## src/rtl/i2s_tx_if.sv

```systemverilog
// Sample-pair handshake and I2S serial lines between the audio source and the I2S transmitter.
interface i2s_tx_if;
    logic [15:0] din_l;
    logic [15:0] din_r;
    logic        din_valid;
    logic        din_ready;
    logic        bclk;
    logic        lrclk;
    logic        sdata;
    logic        underrun;

    modport master (output din_l, din_r, din_valid,
                    input  din_ready, bclk, lrclk, sdata, underrun);
    modport slave  (input  din_l, din_r, din_valid,
                    output din_ready, bclk, lrclk, sdata, underrun);
endinterface

```

## src/rtl/i2s_tx.sv

```systemverilog
// Philips-format I2S transmitter: one pending stereo pair is buffered and serialized
// MSB first, with bclk/lrclk generated from clk. All outputs are registered.
module i2s_tx #(
    parameter int CLK_DIV = 4
) (
    input  logic     clk,
    input  logic     rst,
    i2s_tx_if.slave  bus
);
    logic [7:0]  div_cnt;
    logic [4:0]  bit_cnt;
    logic [31:0] word;
    logic [31:0] pend;
    logic        pend_full;

    logic        wrap, fall, load, accept, pend_full_nxt;
    logic [4:0]  bit_nxt, sel;
    logic [31:0] word_src;

    always_comb begin
        wrap          = (div_cnt == 8'(CLK_DIV - 1));
        fall          = wrap && bus.bclk;
        bit_nxt       = bit_cnt + 5'd1;
        load          = fall && (bit_nxt == 5'd1);
        accept        = bus.din_valid && !pend_full;
        // The word entering slot 1 is the pending pair if one is waiting, else the old word repeats.
        word_src      = (load && pend_full) ? pend : word;
        // Slot k carries W[32-k]; for slot 0 this wraps to W[0], the previous frame's right LSB.
        sel           = 5'd0 - bit_nxt;
        pend_full_nxt = accept || (pend_full && !load);
    end

    always_ff @(posedge clk) begin
        if (rst) begin
            div_cnt       <= '0;
            bit_cnt       <= 5'd31;
            word          <= '0;
            pend          <= '0;
            pend_full     <= 1'b0;
            bus.din_ready <= 1'b1;
            bus.bclk      <= 1'b0;
            bus.lrclk     <= 1'b0;
            bus.sdata     <= 1'b0;
            bus.underrun  <= 1'b0;
        end else begin
            div_cnt      <= wrap ? 8'd0 : div_cnt + 8'd1;
            bus.underrun <= 1'b0;
            if (wrap) bus.bclk <= ~bus.bclk;
            if (fall) begin
                bit_cnt   <= bit_nxt;
                bus.lrclk <= bit_nxt[4];
                bus.sdata <= word_src[sel];
            end
            if (load) begin
                word <= word_src;
                if (!pend_full) bus.underrun <= 1'b1;
            end
            // A handshake on the load cycle fills pending for the next frame; no bypass into word.
            if (accept) pend <= {bus.din_l, bus.din_r};
            pend_full     <= pend_full_nxt;
            bus.din_ready <= !pend_full_nxt;
        end
    end
endmodule

```

## src/flat_wrapper.sv

```systemverilog
// flat-port wrapper written by rule: the top's interface ports become plain ports
module i2s_tx_flat 
#(
    parameter int CLK_DIV = 4
)
  (clk, rst, bus_din_l, bus_din_r, bus_din_valid, bus_din_ready, bus_bclk, bus_lrclk, bus_sdata, bus_underrun);
  i2s_tx_if bus_i ();
  input  logic clk;
  input  logic rst;
  input wire logic [$bits(bus_i.din_l)-1:0] bus_din_l;
  input wire logic [$bits(bus_i.din_r)-1:0] bus_din_r;
  input wire logic [$bits(bus_i.din_valid)-1:0] bus_din_valid;
  output wire logic [$bits(bus_i.din_ready)-1:0] bus_din_ready;
  output wire logic [$bits(bus_i.bclk)-1:0] bus_bclk;
  output wire logic [$bits(bus_i.lrclk)-1:0] bus_lrclk;
  output wire logic [$bits(bus_i.sdata)-1:0] bus_sdata;
  output wire logic [$bits(bus_i.underrun)-1:0] bus_underrun;
  assign bus_i.din_l = bus_din_l;
  assign bus_i.din_r = bus_din_r;
  assign bus_i.din_valid = bus_din_valid;
  assign bus_din_ready = bus_i.din_ready;
  assign bus_bclk = bus_i.bclk;
  assign bus_lrclk = bus_i.lrclk;
  assign bus_sdata = bus_i.sdata;
  assign bus_underrun = bus_i.underrun;
  i2s_tx #(.CLK_DIV(CLK_DIV)) u_core (.clk(clk), .rst(rst), .bus(bus_i));
endmodule
```

## config.mk

```make
export PLATFORM = sky130hd
export DESIGN_NAME = i2s_tx_flat
export DESIGN_NICKNAME = d
export VERILOG_FILES = /design/src/rtl/i2s_tx_if.sv /design/src/rtl/i2s_tx.sv /design/src/flat_wrapper.sv
export SDC_FILE = /design/constraint.sdc
export NUM_CORES = 1
export LEC_CHECK = 0
export BUFFER_PORTS_ARGS = -buffer_cell sky130_fd_sc_hd__buf_4
export CORE_MARGIN = 4
export CORE_UTILIZATION = 30
export DETAILED_ROUTE_END_ITERATION = 7
export GPL_TIMING_DRIVEN = 0
export SLEW_MARGIN = 20
export SYNTH_ARGS = -nofsm -noshare
export SYNTH_HDL_FRONTEND = slang
export SYNTH_SLANG_ARGS = --single-unit
```

## constraint.sdc

```tcl
create_clock -name clk -period 2.8 [get_ports clk]
set_clock_uncertainty 0.05 [all_clocks]
set_input_delay 0 -clock clk [delete_from_list [all_inputs] [get_ports clk]]
set_output_delay 0 -clock clk [all_outputs]
set_load 0.1 [all_outputs]
```

# == Word-level counts from Yosys, hierarchy flattened ==
# Cells that the tools add are included.
# word_totals
regBits,83
inputBits,35
output_inout_bits,5
elab_cells,33
# op_classes
n_addsub,3
n_lt_le_gt_ge,1
eq_ne,2
mux,4
n_bitwise,2
reduce_logical,11
# op_table
cell,count
$mux 32,1
$add 8x1->8 const B,1
$eq 8x2->1 const B,1
$lt 5x6->1 const B,1
$add 5x1->5 const B,1
$bmux 1 s5,1
$eq 5x1->1 const B,1
$logic_and 1x1->1,5
$sub 1x5->5 const A,1
$reduce_or 2->1,2
$logic_not 1->1,3
$mux 1,2
$not 1->1,2
$logic_or 1x1->1,1

# == Logic depth before layout (Yosys ltp) ==
# logic_depth
ltp_word,7
mapped_depth,12
depth_no_buf,9

# == Worst setup path after synthesis ==
# No wires, ideal clock.
# synth_path
path_kind,reg2reg
startpoint,register u_core.bus.bclk
endpoint,register u_core.bus.sdata
setup_time_ps,131
arrival_time_ps,2743
required_time_ps,2619
setup_slack_ps,-125
path_stages_with_launch,9
path_buffers,0
synth_period_minus_slack_ps,2925
path_cell_list,dfxtp_1 nand2b_1 nor4b_4 nand3_1 nor2_1 mux4_2 a2111o_1 nand4_1 o311ai_1
# synth_between
elab_chain_cells,6
# synth_lines
element,line,rtl
start: declaration,i2s_tx_if.sv:15,"output din_ready, bclk, lrclk, sdata, underrun);"
start signal: assignment,i2s_tx.sv:48,if (wrap) bus.bclk <= ~bus.bclk;
$logic_and 1x1->1 (*),i2s_tx.sv:22,fall = wrap && bus.bclk;
$logic_and 1x1->1,i2s_tx.sv:24,load = fall && (bit_nxt == 5'd1);
$logic_and 1x1->1,i2s_tx.sv:27,word_src = (load && pend_full) ? pend : word;
$mux 32,i2s_tx.sv:27,
$bmux 1 s5,i2s_tx.sv:52,bus.sdata <= word_src[sel];
$mux 1 (implied by the code),i2s_tx.sv:52,
end signal: assignment,i2s_tx.sv:52,
end: declaration,i2s_tx_if.sv:15,
# Every way passes the cells marked *; elsewhere a longest branch is shown, timed or not. The select of a mux whose other input is x is not followed.
# A chain may end at the register's enable or synchronous reset.

# == Final worst setup path ==
# layout_path
startpoint,register u_core.div_cnt[5]
endpoint,register u_core.bus.sdata
# layout_between
elab_chain_cells,7
# layout_lines
element,line,rtl
start: declaration,i2s_tx.sv:10,logic [7:0] div_cnt;
start signal: assignment,i2s_tx.sv:46,div_cnt <= wrap ? 8'd0 : div_cnt + 8'd1;
$eq 8x2->1 (*),i2s_tx.sv:21,wrap = (div_cnt == 8'(CLK_DIV - 1));
$logic_and 1x1->1 (*),i2s_tx.sv:22,
$logic_and 1x1->1,i2s_tx.sv:24,
$logic_and 1x1->1,i2s_tx.sv:27,
$mux 32,i2s_tx.sv:27,
$bmux 1 s5,i2s_tx.sv:52,
$mux 1 (implied by the code),i2s_tx.sv:52,
# Marked as above.

==> flow_metrics.py <==
metrics = {
    "status": {
        "status": "finished, violations left",
        "violations": "negative setup slack",
    },
    "setup_path": {
        "endpoint_kind": "flop",
        "cp-start-kind": "flop",
        "arrival_ns": 2.96,
        "crit_slowest_cell": "or4_4",
        "worstPathMaxFanout": 7,
        "worstPathCellList": "or4_4 > nor4b_4 > and3_4 > buf_8 > a22oi_1 > o21a_1 > a2111o_1 > nand4_1 > o311ai_2",
        "worstPathRequired_ns": 2.96,
        "worstSetupPathType": "reg -> reg",
        "cp_slowest_stage_delay_ns": 0.56,
    },
    "detailed_routing": {
        "drt_pass1_iterations": 4,
        "vias": 3561,
        "vias_per_cell": 4.79,
        "postRouteAntennaNets": 0,
        "wire_per_inst_um": 14.1,
        "drtIter0Drc": 223,
        "routed_wl_um": 10400,
        "route.detailed.drc": 0,
    },
    "clocking": {
        "clk_latency_ns": 0.34,
        "cts_tree": "done",
        "htreeDepth": 3,
        "cts.sinks": 83,
        "cts_buffer_depth": 2,
        "clk_pin_slew_worst_paths_ns": 0.06,
        "numCtsBuffers": 9,
        "clockRootBuffer": "clkbuf_16",
    },
    "worst_hold_path": {
        "hold_path.class": "in -> reg",
    },
    "global_routing": {
        "grt_max_degree": 13,
        "grtUsageTotal_pct": 15.2,
        "grt_pass1_vias": 3560,
        "antenna_found_initial": 0,
        "overflow": 0,
        "grt_pass1_wl_um": 17600,
    },
    "synthesis": {
        "syn_nets": 521,
        "ys.flop_type": "dfxtp_1",
        "ys_seq_elements": 83,
        "synth_edf_count": 0,
        "netlist_instances": 483,
        "syn-mean-instance-area_um2": 7.79,
        "ys_async_sr_fraction_pct": 0,
        "synth_warnings": 0,
        "ys_seq_area_share_pct": 44.1,
        "syn_area_mm2": 0.00376,
        "synth_cell_types": 39,
    },
    "finish": {
        "nets": 610,
        "stdcell_count": 743,
        "antenna_cells": 0,
        "drive_gt1_share_pct": 15.5,
        "area_delta_synth_final_pct": 32.9,
    },
    "place": {
        "routabilityCongestion": 0.863,
        "dp_hpwl_um": 7150,
        "dp_cells": 690,
        "io_buffers": 39,
        "place_ws_ns": -0.635,
    },
    "job": {
        "maxCapViolCount": 0,
    },
    "floorplan": {
        "start_util_pct": 30.9,
        "die_area_mm2": 0.0144,
        "fp.dieW_um": 120,
        "core_area_mm2": 0.0122,
        "rows": 40,
        "die_height_um": 120,
        "ios": 40,
    },
    "pwr": {
        "p_leak_uw": 0.00186,
        "powerDensity_mw_per_mm2": 525,
        "peakVddDrop_v": 0.000233,
    },
    "timing": {
        "finalSetupViolations": 1,
        "rsz0062_at_grt": "true",
        "slew_headroom_pct": 62.3,
        "hold_viol_final": 0,
        "timing.hold.ws_ns": 0.399,
        "fmax_mhz": 357,
        "setup_ws_ns": -0.00244,
        "finalMaxSlewViolations": 0,
        "period_share_pct": 100,
        "fin_tns_setup_ns": -0.00244,
        "finalCriticalPeriod_ns": 2.80,
        "worstMarginPinSlew_ns": 0.566,
    },
}
-- layout make-up --
class	count	area (um^2)
multi-input combinational	355	1970
buffer	35	158
timing repair buffer	80	683
inverter	8	31.3
fill	1190	7160
clock inverter	3	40.0
sequential	83	1660
clock buffer	11	243
tap	168	210
-- routing by layer --
layer / part of all wire (%) / track usage (%) / routed length (um) / vias up
met1: 46 / 20.2 / 4810 / 1669
met3: 4.6 / 2.92 / 482 / 15
met4: 2.8 / 7.44 / 291 / 0
met5: 0 / 0 / 0 / -
li1: - / - / - / 1804
met2: 47 / 23.7 / 4860 / 73
-- path summary, 6_finish.rpt --
kind | startpoint | to | slack [ns] | cells past startpoint
hold reg to reg | u_core.word[11] | u_core.word[11] | 0.40 | 2
setup / recovery | u_core.div_cnt[5] | u_core.bus.sdata | -0.002 | 9
hold / removal | bus_din_r[14] | u_core.pend[14] | 0.40 | 4
setup reg to reg | u_core.div_cnt[5] | u_core.bus.sdata | -0.002 | 9
-- logic make-up after synthesis --
group / count (synthesis) / synth area share (%)
and+or+nand+nor: 219 / 24.6
buffers and inverters: 45 / 4.72
DFF: 83 / 44.1
AOI/OAI and AO/OA: 112 / 18.4
xor gates and xnor gates: 15 / 3.49
muxes: 6 / 3.69
adders and majority gates: 3 / 0.997
-- critical path, delay by kind of cell, from the launching register on --
kind / cells / cell delay, ns
AO/OA/AOI/OAI: 4 / 0.78
buffers and inverters: 1 / 0.13
flip-flops: 1 / 0.33
AND/OR/NAND/NOR: 4 / 1.38
-- timing repair --
action | in CTS | in global routing
endpoints found under the setup margin | 2 | 1
hold buffers | 34 | 0
buffers inserted | 1 | 6
gates resized for setup | 14 | 12
endpoints found under the hold margin | 35 | 0
pin swaps | 5 | 13
-- flip-flops by register name (all words and copies together), names as in the netlist --
| name | count |
|---|---|
| u_core.pend | 32 |
| u_core.word | 32 |
| u_core.div_cnt | 8 |
| u_core.bit_cnt | 5 |
| u_core.bus.bclk | 1 |
| u_core.bus.din_ready | 1 |
| u_core.bus.lrclk | 1 |
| u_core.bus.sdata | 1 |
| u_core.bus.underrun | 1 |
| u_core.pend_full | 1 |
-- power by group --
part | internal [uW] | total, uW | switching, uW
sequential | 1220 | 1250 | 31.6
clock | 702 | 1140 | 442
combinational | 110 | 236 | 126
total | 2030 | 2630 | 599
-- Yosys cell counts (all sizes together) (5+ instances only) --
cell | count | area share [%]
a2111o | 6 | 1.8
a211oi | 11 | 2.2
a21oi | 66 | 8.8
a22oi | 10 | 2.0
and3 | 5 | 0.96
clkbuf | 35 | 3.5
dfxtp | 83 | 44
inv | 7 | 0.70
mux4 | 6 | 3.7
nand2 | 174 | 18
nand3 | 9 | 1.2
nor2 | 15 | 1.5
o21a | 6 | 1.2
o21ai | 6 | 0.80
xnor2 | 7 | 1.6
xor2 | 8 | 1.9
-- cell usage in the layout (no fill, tap or decap), types with 2 or more instances in the layout --
| cell | count |
|---|---|
| nand2_1 | 173 |
| dfxtp_1 | 81 |
| a21oi_1 | 66 |
| buf_4 | 47 |
| dlygate4sd3_1 | 34 |
| clkbuf_1 | 27 |
| nor2_1 | 14 |
| a22oi_1 | 10 |
| a211oi_1 | 10 |
| clkbuf_16 | 9 |
| nand3_1 | 8 |
| xor2_1 | 8 |
| inv_1 | 7 |
| xnor2_1 | 7 |
| mux4_2 | 6 |
| o21a_1 | 6 |
| a2111o_1 | 6 |
| clkbuf_2 | 5 |
| o21ai_0 | 5 |
| and3_1 | 4 |
| nand2b_1 | 4 |
| clkinv_2 | 3 |
| or2_2 | 2 |
| nor4b_1 | 2 |
| or3_1 | 2 |
| buf_2 | 2 |
| a311oi_1 | 2 |
| nand4_1 | 2 |
| ha_1 | 2 |
| dfxtp_2 | 2 |
-- through the flow --
stage	total power (uW)	util, %	instance area, um^2
floorplan	1380	-	3760
global placement	1460	35.1	4270
detailed placement	1470	35.1	4270
CTS	2650	40.6	4930
global route	2730	41.1	5000
finish	2630	41.1	5000
No activity file was read; power rests on OpenSTA's default activity.
